--- src/rtl/stream_mux_arb.sv ---
// Stream multiplexer: CH valid/ready inputs are merged onto one registered output.
// Arbitration is round-robin or by external select, and a packet holds its grant until its last beat.
module stream_mux_arb #(
  parameter  int n    = 32,
  parameter  int CH   = 4,
  parameter  int MODE = 0,
  localparam int SW   = (CH > 1) ? $clog2(CH) : 1
) (
  input  logic            clk,
  input  logic            rst_n,
  input  logic [CH*n-1:0] in_data,
  input  logic [CH-1:0]   in_valid,
  input  logic [CH-1:0]   in_last,
  output logic [CH-1:0]   in_ready,
  input  logic [SW-1:0]   sel,
  output logic [n-1:0]    out_data,
  output logic            out_valid,
  output logic            out_last,
  output logic [SW-1:0]   out_ch,
  input  logic            out_ready
);

  typedef enum logic {IDLE = 1'b0, LOCKED = 1'b1} state_t;

  state_t        state, state_nxt;
  logic [SW-1:0] lock_ch, rr_ptr;
  logic [CH-1:0] grant;
  logic          load, xfer, xfer_last, found;
  logic [SW-1:0] xfer_ch;
  logic [n-1:0]  xfer_data;
  int            idx;

  assign load = !out_valid || out_ready;

  always_ff @(posedge clk or negedge rst_n) begin
    if (!rst_n) begin
      state   <= IDLE;
      lock_ch <= '0;
      rr_ptr  <= SW'(CH-1);
    end else begin
      state <= state_nxt;
      if (xfer) begin
        if (xfer_last) rr_ptr  <= xfer_ch;
        else           lock_ch <= xfer_ch;
      end
    end
  end

  always_comb begin
    state_nxt = state;
    if (xfer) state_nxt = xfer_last ? IDLE : LOCKED;
  end

  // A locked channel keeps its grant even while it has no valid beat.
  always_comb begin
    grant = '0;
    found = 1'b0;
    idx   = 0;
    if (state == LOCKED) begin
      for (int i = 0; i < CH; i++) grant[i] = (lock_ch == SW'(i));
    end else if (MODE != 0) begin
      for (int i = 0; i < CH; i++) grant[i] = in_valid[i] && (sel == SW'(i));
    end else begin
      for (int k = 1; k <= CH; k++) begin
        idx = (int'(rr_ptr) + k) % CH;
        if (!found && in_valid[idx]) begin
          grant[idx] = 1'b1;
          found      = 1'b1;
        end
      end
    end
  end

  assign in_ready = (rst_n && load) ? grant : '0;
  assign xfer     = |(in_valid & in_ready);

  always_comb begin
    xfer_ch   = '0;
    xfer_data = '0;
    xfer_last = 1'b0;
    for (int i = 0; i < CH; i++) begin
      if (grant[i]) begin
        xfer_ch   = SW'(i);
        xfer_data = in_data[i*n +: n];
        xfer_last = in_last[i];
      end
    end
  end

  always_ff @(posedge clk or negedge rst_n) begin
    if (!rst_n) begin
      out_valid <= 1'b0;
      out_data  <= '0;
      out_last  <= 1'b0;
      out_ch    <= '0;
    end else if (load) begin
      out_valid <= xfer;
      if (xfer) begin
        out_data <= xfer_data;
        out_last <= xfer_last;
        out_ch   <= xfer_ch;
      end
    end
  end

endmodule
--- config.mk ---
export PLATFORM = sky130hd
export DESIGN_NAME = stream_mux_arb
export DESIGN_NICKNAME = d
export VERILOG_FILES = /design/src/rtl/stream_mux_arb.sv
export SDC_FILE = /design/constraint.sdc
export NUM_CORES = 1
export LEC_CHECK = 0
export CAP_MARGIN = 20
export CORE_UTILIZATION = 35
export DETAILED_ROUTE_END_ITERATION = 10
export PLACE_DENSITY = 0.81
export SYNTH_ARGS = -nofsm -noshare
export SYNTH_HDL_FRONTEND = slang
export SYNTH_SLANG_ARGS = --single-unit
--- constraint.sdc ---
create_clock -name clk -period 4.85 [get_ports clk]
set_clock_uncertainty 0.1 [all_clocks]
set_input_delay 0.7275 -clock clk [delete_from_list [all_inputs] [get_ports clk]]
set_output_delay 0.7275 -clock clk [all_outputs]
set_load 0.005 [all_outputs]
# Yosys cells after proc, flatten, opt, wreduce, memory -nomap -nowiden
# Cells that the tools add are included.
# totals
register_bits	41
out_inout_bits	40
wordCells	100
# op_classes
add_sub_neg	4
order_cmp	8
eq_ne	3
mux	47
n_bitwise	9
reduce_logical	22
# op_table
cell	count
32-bit 2-to-1 mux	4
4-bit 2-to-1 mux	9
1-bit 2-to-1 mux	24
3-bit by 4-bit < comparator with 1-bit output (second input constant)	4
3-bit by 1-bit >= comparator with 1-bit output (second input constant)	4
4-bit bitwise OR	3
1-bit binary-select mux with 2-bit select	4
1-bit demux with 2-bit select	4
1-bit logical AND	8
2-bit OR reduction	4
2-bit AND reduction	3
2-bit by 1-bit adder with 2-bit output (second input constant)	2
2-bit adder (second input constant)	2
1-bit bitwise AND (first input constant)	4
4-bit bitwise AND	1
2-bit equality test (second input constant)	2
1-bit zero test	4
2-bit 2-to-1 mux	2
4-bit OR reduction	1
2-bit by 1-bit equality test with 1-bit output (second input constant)	1
2-bit zero test	1
1-bit logical OR	1
1-bit inverter	1

# Longest topological paths before layout
# depth
word_depth	26
ltp_mapped	14

# Least setup slack after synthesis
# No wires, ideal clock.
# synth_path
path_kind	flip-flop to output port
start	reg rr_ptr[0]
end	out in_ready[1]
arrival_time_ns	3.093
slack_ns	0.930
path_stages_with_launch	12
path_buffers	4
cell_sequence	dfstp_2 > buf_2 > inv_1 > ha_1 > buf_2 > mux4_2 > nor4b_4 > nand2_1 > a31oi_2 > buf_4 > clkbuf_1 > nor2b_1
# synth_via
elab_chain_len	19
word_cells_on_any_way	68
# synth_lines
element	line_no	source
start: declaration	26	logic [SW-1:0] lock_ch, rr_ptr;
start signal: assignment	39	rr_ptr <= SW'(CH-1);
start signal: assignment	43	if (xfer_last) rr_ptr <= xfer_ch;
2-bit by 1-bit adder with 2-bit output	65	idx = (int'(rr_ptr) + k) % CH;
2-bit OR reduction (no source line) or 1-bit binary-select mux with 2-bit select (tied branches)	n/a	
1-bit bitwise AND (no source line) or 1-bit 2-to-1 mux (tied branches)	n/a	
3-bit by 4-bit < comparator with 1-bit output (implied by the code) (tied with other cells)	67	grant[idx] = 1'b1;
1-bit logical AND (implied by the code) or 1-bit 2-to-1 mux (tied branches)	67, 66	
1-bit 2-to-1 mux, on equally long branches	67, 59	
1-bit demux with 2-bit select or 1-bit zero test (tied branches)	67, 66	
4-bit 2-to-1 mux or 1-bit logical AND (tied branches)	66	if (!found && in_valid[idx]) begin
[... 3 more ...]	n/a	
4-bit 2-to-1 mux or 1-bit logical AND (tied branches)	59, 66	
4-bit bitwise OR (no source line) or 1-bit 2-to-1 mux (tied branches)	n/a	
4-bit 2-to-1 mux or 1-bit 2-to-1 mux (tied branches)	66, 59	
4-bit 2-to-1 mux or 1-bit zero test (tied branches)	59, 66	
4-bit bitwise OR (no source line) or 1-bit logical AND (tied branches)	n/a	
4-bit 2-to-1 mux (*)	66	
4-bit 2-to-1 mux (*)	59	if (state == LOCKED) begin
4-bit 2-to-1 mux (*)	74	assign in_ready = (rst_n && load) ? grant : '0;
end: declaration	14	output logic [CH-1:0] in_ready,
# Mark *: on every way between the ends. The rest lies on a longest branch, timed or not. The select of a mux whose other input is x is not followed.

# Final worst setup path
# layout_path
start	reg rr_ptr[0]
end	out in_ready[3]
# Same word-level chain as after synthesis.

==> flow_summary.html <==
<table>
<tr><th>Metric</th><th>Value</th></tr>
<tr><th colspan="2">Drt</th></tr>
<tr><td>Detailed-route wire length</td><td>11,100 µm</td></tr>
<tr><td>Post-route ant nets</td><td>0</td></tr>
<tr><td>Detail-routed via count per cell</td><td>5.86</td></tr>
<tr><td>WL/cell</td><td>17.9 µm</td></tr>
<tr><td>Highest metal layer used by the detailed router</td><td>met4</td></tr>
<tr><td>Via Count</td><td>3,637</td></tr>
<tr><td>Router iterations before antenna repair</td><td>8</td></tr>
<tr><td>Met3 wire len</td><td>798 µm</td></tr>
<tr><td>Wire length the detailed router placed on met1</td><td>4250 µm</td></tr>
<tr><td>Remaining routing DRC violations</td><td>4</td></tr>
<tr><td>Detailed router's first-iteration violation count</td><td>102</td></tr>
<tr><td>Sum of met2 wire segment lengths after detailed routing</td><td>5730 µm</td></tr>
<tr><th colspan="2">Clock tree</th></tr>
<tr><td>Clock root buffer</td><td>clkbuf_8</td></tr>
<tr><td>TritonCTS clock tree</td><td>done</td></tr>
<tr><td>H-tree depth reported by CTS</td><td>2</td></tr>
<tr><td>CTS buffer count</td><td>5</td></tr>
<tr><td>Number of buffers inserted by post-CTS setup repair</td><td>0</td></tr>
<tr><td>Clk sink count</td><td>~40</td></tr>
<tr><td>Clock input transition at the sequential cells of the worst setup and hold paths</td><td>0.09 ns</td></tr>
<tr><td>Maximum buffer depth of the clock tree</td><td>2</td></tr>
<tr><td>Number of gates given a new drive strength after cts</td><td>0</td></tr>
<tr><td>Worst-skew pair later-pin latency</td><td>0.29 ns</td></tr>
<tr><td>Post-CTS Hold Buffers</td><td>0</td></tr>
<tr><th colspan="2">Logic synthesis</th></tr>
<tr><td>Most frequently used cell type in the post-synthesis netlist</td><td>nand2_1</td></tr>
<tr><td>Top cells by area in the synthesized netlist</td><td>dfrtp_1, a221oi_1, o211ai_2</td></tr>
<tr><td>Commonest cells post-synth</td><td>nand2_1, dfrtp_1, o21ai_0, a221oi_1, o21a_1</td></tr>
<tr><td>Number of synthesized flops with an enable pin</td><td>0</td></tr>
<tr><td>Synthesized netlist net count</td><td>495</td></tr>
<tr><td>FF+latch count, synth</td><td>41</td></tr>
<tr><td>Primary FF master, synth</td><td>dfrtp_1</td></tr>
<tr><td>Post-synthesis cell area</td><td>3230 µm²</td></tr>
<tr><td>Cell type contributing the most total cell area after synthesis</td><td>dfrtp_1</td></tr>
<tr><td>Mapped Cells</td><td>346</td></tr>
<tr><td>Share of the synthesized area in the top cell type</td><td>a little under a third</td></tr>
<tr><td>Proportion of register bits with asynchronous set or reset after synthesis</td><td>100%</td></tr>
<tr><td>Average instance area after synthesis</td><td>9.33 µm²</td></tr>
<tr><td>Proportion of synthesized chip area in sequential cells</td><td>a little under a third</td></tr>
<tr><td>Unique cell type count in the Yosys netlist</td><td>52</td></tr>
<tr><td>Total number of yosys warnings</td><td>0</td></tr>
<tr><th colspan="2">Critical path</th></tr>
<tr><td>CP Capture Type</td><td>output pin</td></tr>
<tr><td>Type of origin of the critical path</td><td>flop</td></tr>
<tr><td>Max Fanout on Critical Path</td><td>18</td></tr>
<tr><td>Critical-path top delay cell</td><td>dfstp_4</td></tr>
<tr><td>Highest cell delay on the worst timing path</td><td>0.74 ns</td></tr>
<tr><td>Critical setup path kind</td><td>flop to output pin</td></tr>
<tr><td>Data required, critical path</td><td>4.02 ns</td></tr>
<tr><td>Crit path DAT</td><td>3.78 ns</td></tr>
<tr><td>Crit-path cells</td><td>inv_1, ha_2, mux4_2, nor3b_1, a31oi_1, o31a_2, nor2_1, clkdlybuf4s50_1</td></tr>
<tr><th colspan="2">Power</th></tr>
<tr><td>P_int</td><td>approximately 2100 µW</td></tr>
<tr><td>Leakage</td><td>0.00192 µW</td></tr>
<tr><td>Switching power</td><td>1970 µW</td></tr>
<tr><td>Max rail drop VDD</td><td>0.000436 V</td></tr>
<tr><td>Combinational share of power</td><td>76.2%</td></tr>
<tr><td>Switching power as a share of total power</td><td>48.5%</td></tr>
<tr><td>Power density cells</td><td>774 nW/µm²</td></tr>
<tr><td>Share of power burned in the clock network</td><td>6.9%</td></tr>
<tr><td>Sequential group share of total power</td><td>17.0%</td></tr>
<tr><th colspan="2">Floorplanning</th></tr>
<tr><td>Chip width</td><td>98.0 µm</td></tr>
<tr><td>Core area</td><td>8810 µm²</td></tr>
<tr><td>Floorplan die area</td><td>approximately 9600 µm²</td></tr>
<tr><td>I/O pin cnt</td><td>approximately 180</td></tr>
<tr><td>Initial cell density of the core</td><td>36.7%</td></tr>
<tr><td>Cell row count</td><td>34</td></tr>
<tr><td>Die Span Y</td><td>around 100 µm</td></tr>
<tr><th colspan="2">Final layout</th></tr>
<tr><td>Area growth syn-to-layout</td><td>62.3%</td></tr>
<tr><td>Final net count</td><td>660</td></tr>
<tr><td>Fraction of final layout cells sized beyond drive strength 1</td><td>a little over an eighth</td></tr>
<tr><td>Total area of multi-input combinational cells</td><td>2040 µm²</td></tr>
<tr><td>Sequential cell area</td><td>1030 µm²</td></tr>
<tr><td>Fillcell total</td><td>763</td></tr>
<tr><th colspan="2">Timing</th></tr>
<tr><td>Minimum clock period</td><td>4.61 ns</td></tr>
<tr><td>Final period util</td><td>95.0%</td></tr>
<tr><td>Relative slew slack</td><td>between 40% and 50%</td></tr>
<tr><td>Final TNS setup</td><td>0 ns</td></tr>
<tr><td>Worst Tran Pin Value</td><td>0.821 ns</td></tr>
<tr><td>Final-report max-slew violation count</td><td>0</td></tr>
<tr><td>Post-route setup slack</td><td>0.242 ns</td></tr>
<tr><td>Unrepaired setup endpoints after global routing</td><td>false</td></tr>
<tr><td>Finish-stage setup viols</td><td>0</td></tr>
<tr><td>Highest Clock Rate</td><td>0.217 GHz</td></tr>
<tr><td>Final Hold Fails</td><td>0</td></tr>
<tr><th colspan="2">Place</th></tr>
<tr><td>Worst slack, placed</td><td>0.439 ns</td></tr>
<tr><td>Routability congestion estimate from global placement</td><td>~1</td></tr>
<tr><td>Half-perimeter wire length of the detailed placement result</td><td>8410 µm</td></tr>
<tr><td>Number of buffers added on ports</td><td>approximately 180</td></tr>
<tr><th colspan="2">Outcome</th></tr>
<tr><td>Violated checks</td><td>DRC</td></tr>
<tr><td>Status</td><td>complete, but fails checks</td></tr>
<tr><th colspan="2">Global routing</th></tr>
<tr><td>GR Overflow Total</td><td>0</td></tr>
<tr><td>Number of antenna violations at the first check in global routing</td><td>1</td></tr>
<tr><td>Maximum number of pins on one net before global-route repair</td><td>42</td></tr>
<tr><td>Vias in the first global route</td><td>3,689</td></tr>
<tr><td>Wire length of the first global-routing pass</td><td>17,600 µm</td></tr>
<tr><td>Aggregate global-route resource usage</td><td>a little under a quarter</td></tr>
<tr><th colspan="2">Worst hold path</th></tr>
<tr><td>Worst hold path type</td><td>flop to flop</td></tr>
<tr><th colspan="2">Job</th></tr>
<tr><td>Max Cap Violations</td><td>0</td></tr>
</table>
==> cells in the final DEF (no fill, tap or decap), types with 2 or more instances in the layout <==
master	netlist	layout
a2111oi_2	3	3
a21oi_1	4	4
a221oi_1	32	32
a31o_2	2	2
a31oi_1	4	4
and3_1	6	6
buf_4	1	12
clkbuf_8	0	5
clkdlybuf4s50_1	0	177
dfrtp_1	39	39
ha_1	8	7
inv_1	5	5
inv_2	2	2
mux2_1	2	2
mux2_2	3	3
mux2i_1	4	4
mux4_2	4	4
nand2_1	42	42
nand2b_1	4	4
nand3_1	3	3
nor2_1	12	12
nor2b_1	2	2
nor3_1	2	2
nor3b_1	4	4
nor4b_1	2	2
o211ai_1	13	13
o211ai_2	20	20
o21a_1	32	32
o21ai_0	33	33
o22ai_1	3	3
o31a_2	2	2
o31ai_4	0	2
==> cell type report <==
cell class / count / area share, %
Sequential cell: 41 / 19.7
Clock inverter: 2 / 0.740
Antenna cell: 1 / 0.0478
Multi-Input combinational cell: 264 / 39.0
Clock buffer: 6 / 1.39
Inverter: 8 / 0.573
Tap cell: 108 / 2.58
Timing Repair Buffer: 191 / 36.0
==> sequential cells by signal, summed over array words and instances, names as in the netlist <==
signal and flops:
lock_ch 2, out_ch 2, out_data 32, out_last 1
out_valid 1, rr_ptr 2, state 1
==> metal layers <==
| metal | up-vias | global-route usage, % |
|---|---|---|
| met1 | 1764 | 25.5 |
| li1 | 1677 | - |
| met5 | - | 0 |
| met3 | 30 | 5.94 |
| met2 | 166 | 40.4 |
| met4 | 0 | 10.7 |
==> logic make-up after synthesis <==
kind of cell    synth area share [%]
mux                             5.78
fa+ha+maj                       3.10
compound gates                  40.6
flops                           31.9
simple gates                    12.4
buf+inv                         6.20
==> through the flow <==
stage	hold WS, ns	util [%]	cell area (µm²)	total power (µW)	std cells
after CTS	0.398	59.4	5230	4080	620
after detailed placement	0.379	58.1	5120	3790	612
after global placement	0.372	58.1	5120	3690	612
final	0.392	59.5	5240	4050	621
after global routing	0.410	59.5	5240	4370	621
after floorplan	0.332	-	3230	2710	346
==> critical path, delay by kind of cell (launching register included) <==
family / cells / cell delay (ns)
buffers and inverters: 2 / 0.73
AOI/OAI and AO/OA: 2 / 0.44
DFF: 1 / 0.74
muxes: 1 / 0.58
and+or+nand+nor: 2 / 0.53
adders and majority gates: 1 / 0.47
==> power by group through the flow <==
stage / Clock, µW / Combinational (µW) / Sequential [µW]
2_1_floorplan: 0 / 2060 / 659
3_5_place_dp: 0 / 3100 / 692
6_report: 279 / 3090 / 687
4_1_cts: 288 / 3110 / 684
3_3_place_gp: 0 / 3020 / 676
5_1_grt: 303 / 3360 / 713
==> worst paths after layout <==
check                                to  slack [ns]          from  cells past startpoint
setup / recovery            in_ready[3]        0.24     rr_ptr[0]                      8
hold / removal             out_data[22]        0.39  out_data[22]                      1
setup reg to reg             lock_ch[0]        0.53     rr_ptr[0]                     11
hold reg to reg            out_data[22]        0.39  out_data[22]                      1
max in group asynchronous   out_data[3]        3.85         rst_n                      2
min in group asynchronous  out_data[30]        0.42         rst_n                      2
Power figures use the tool's default switching activity.
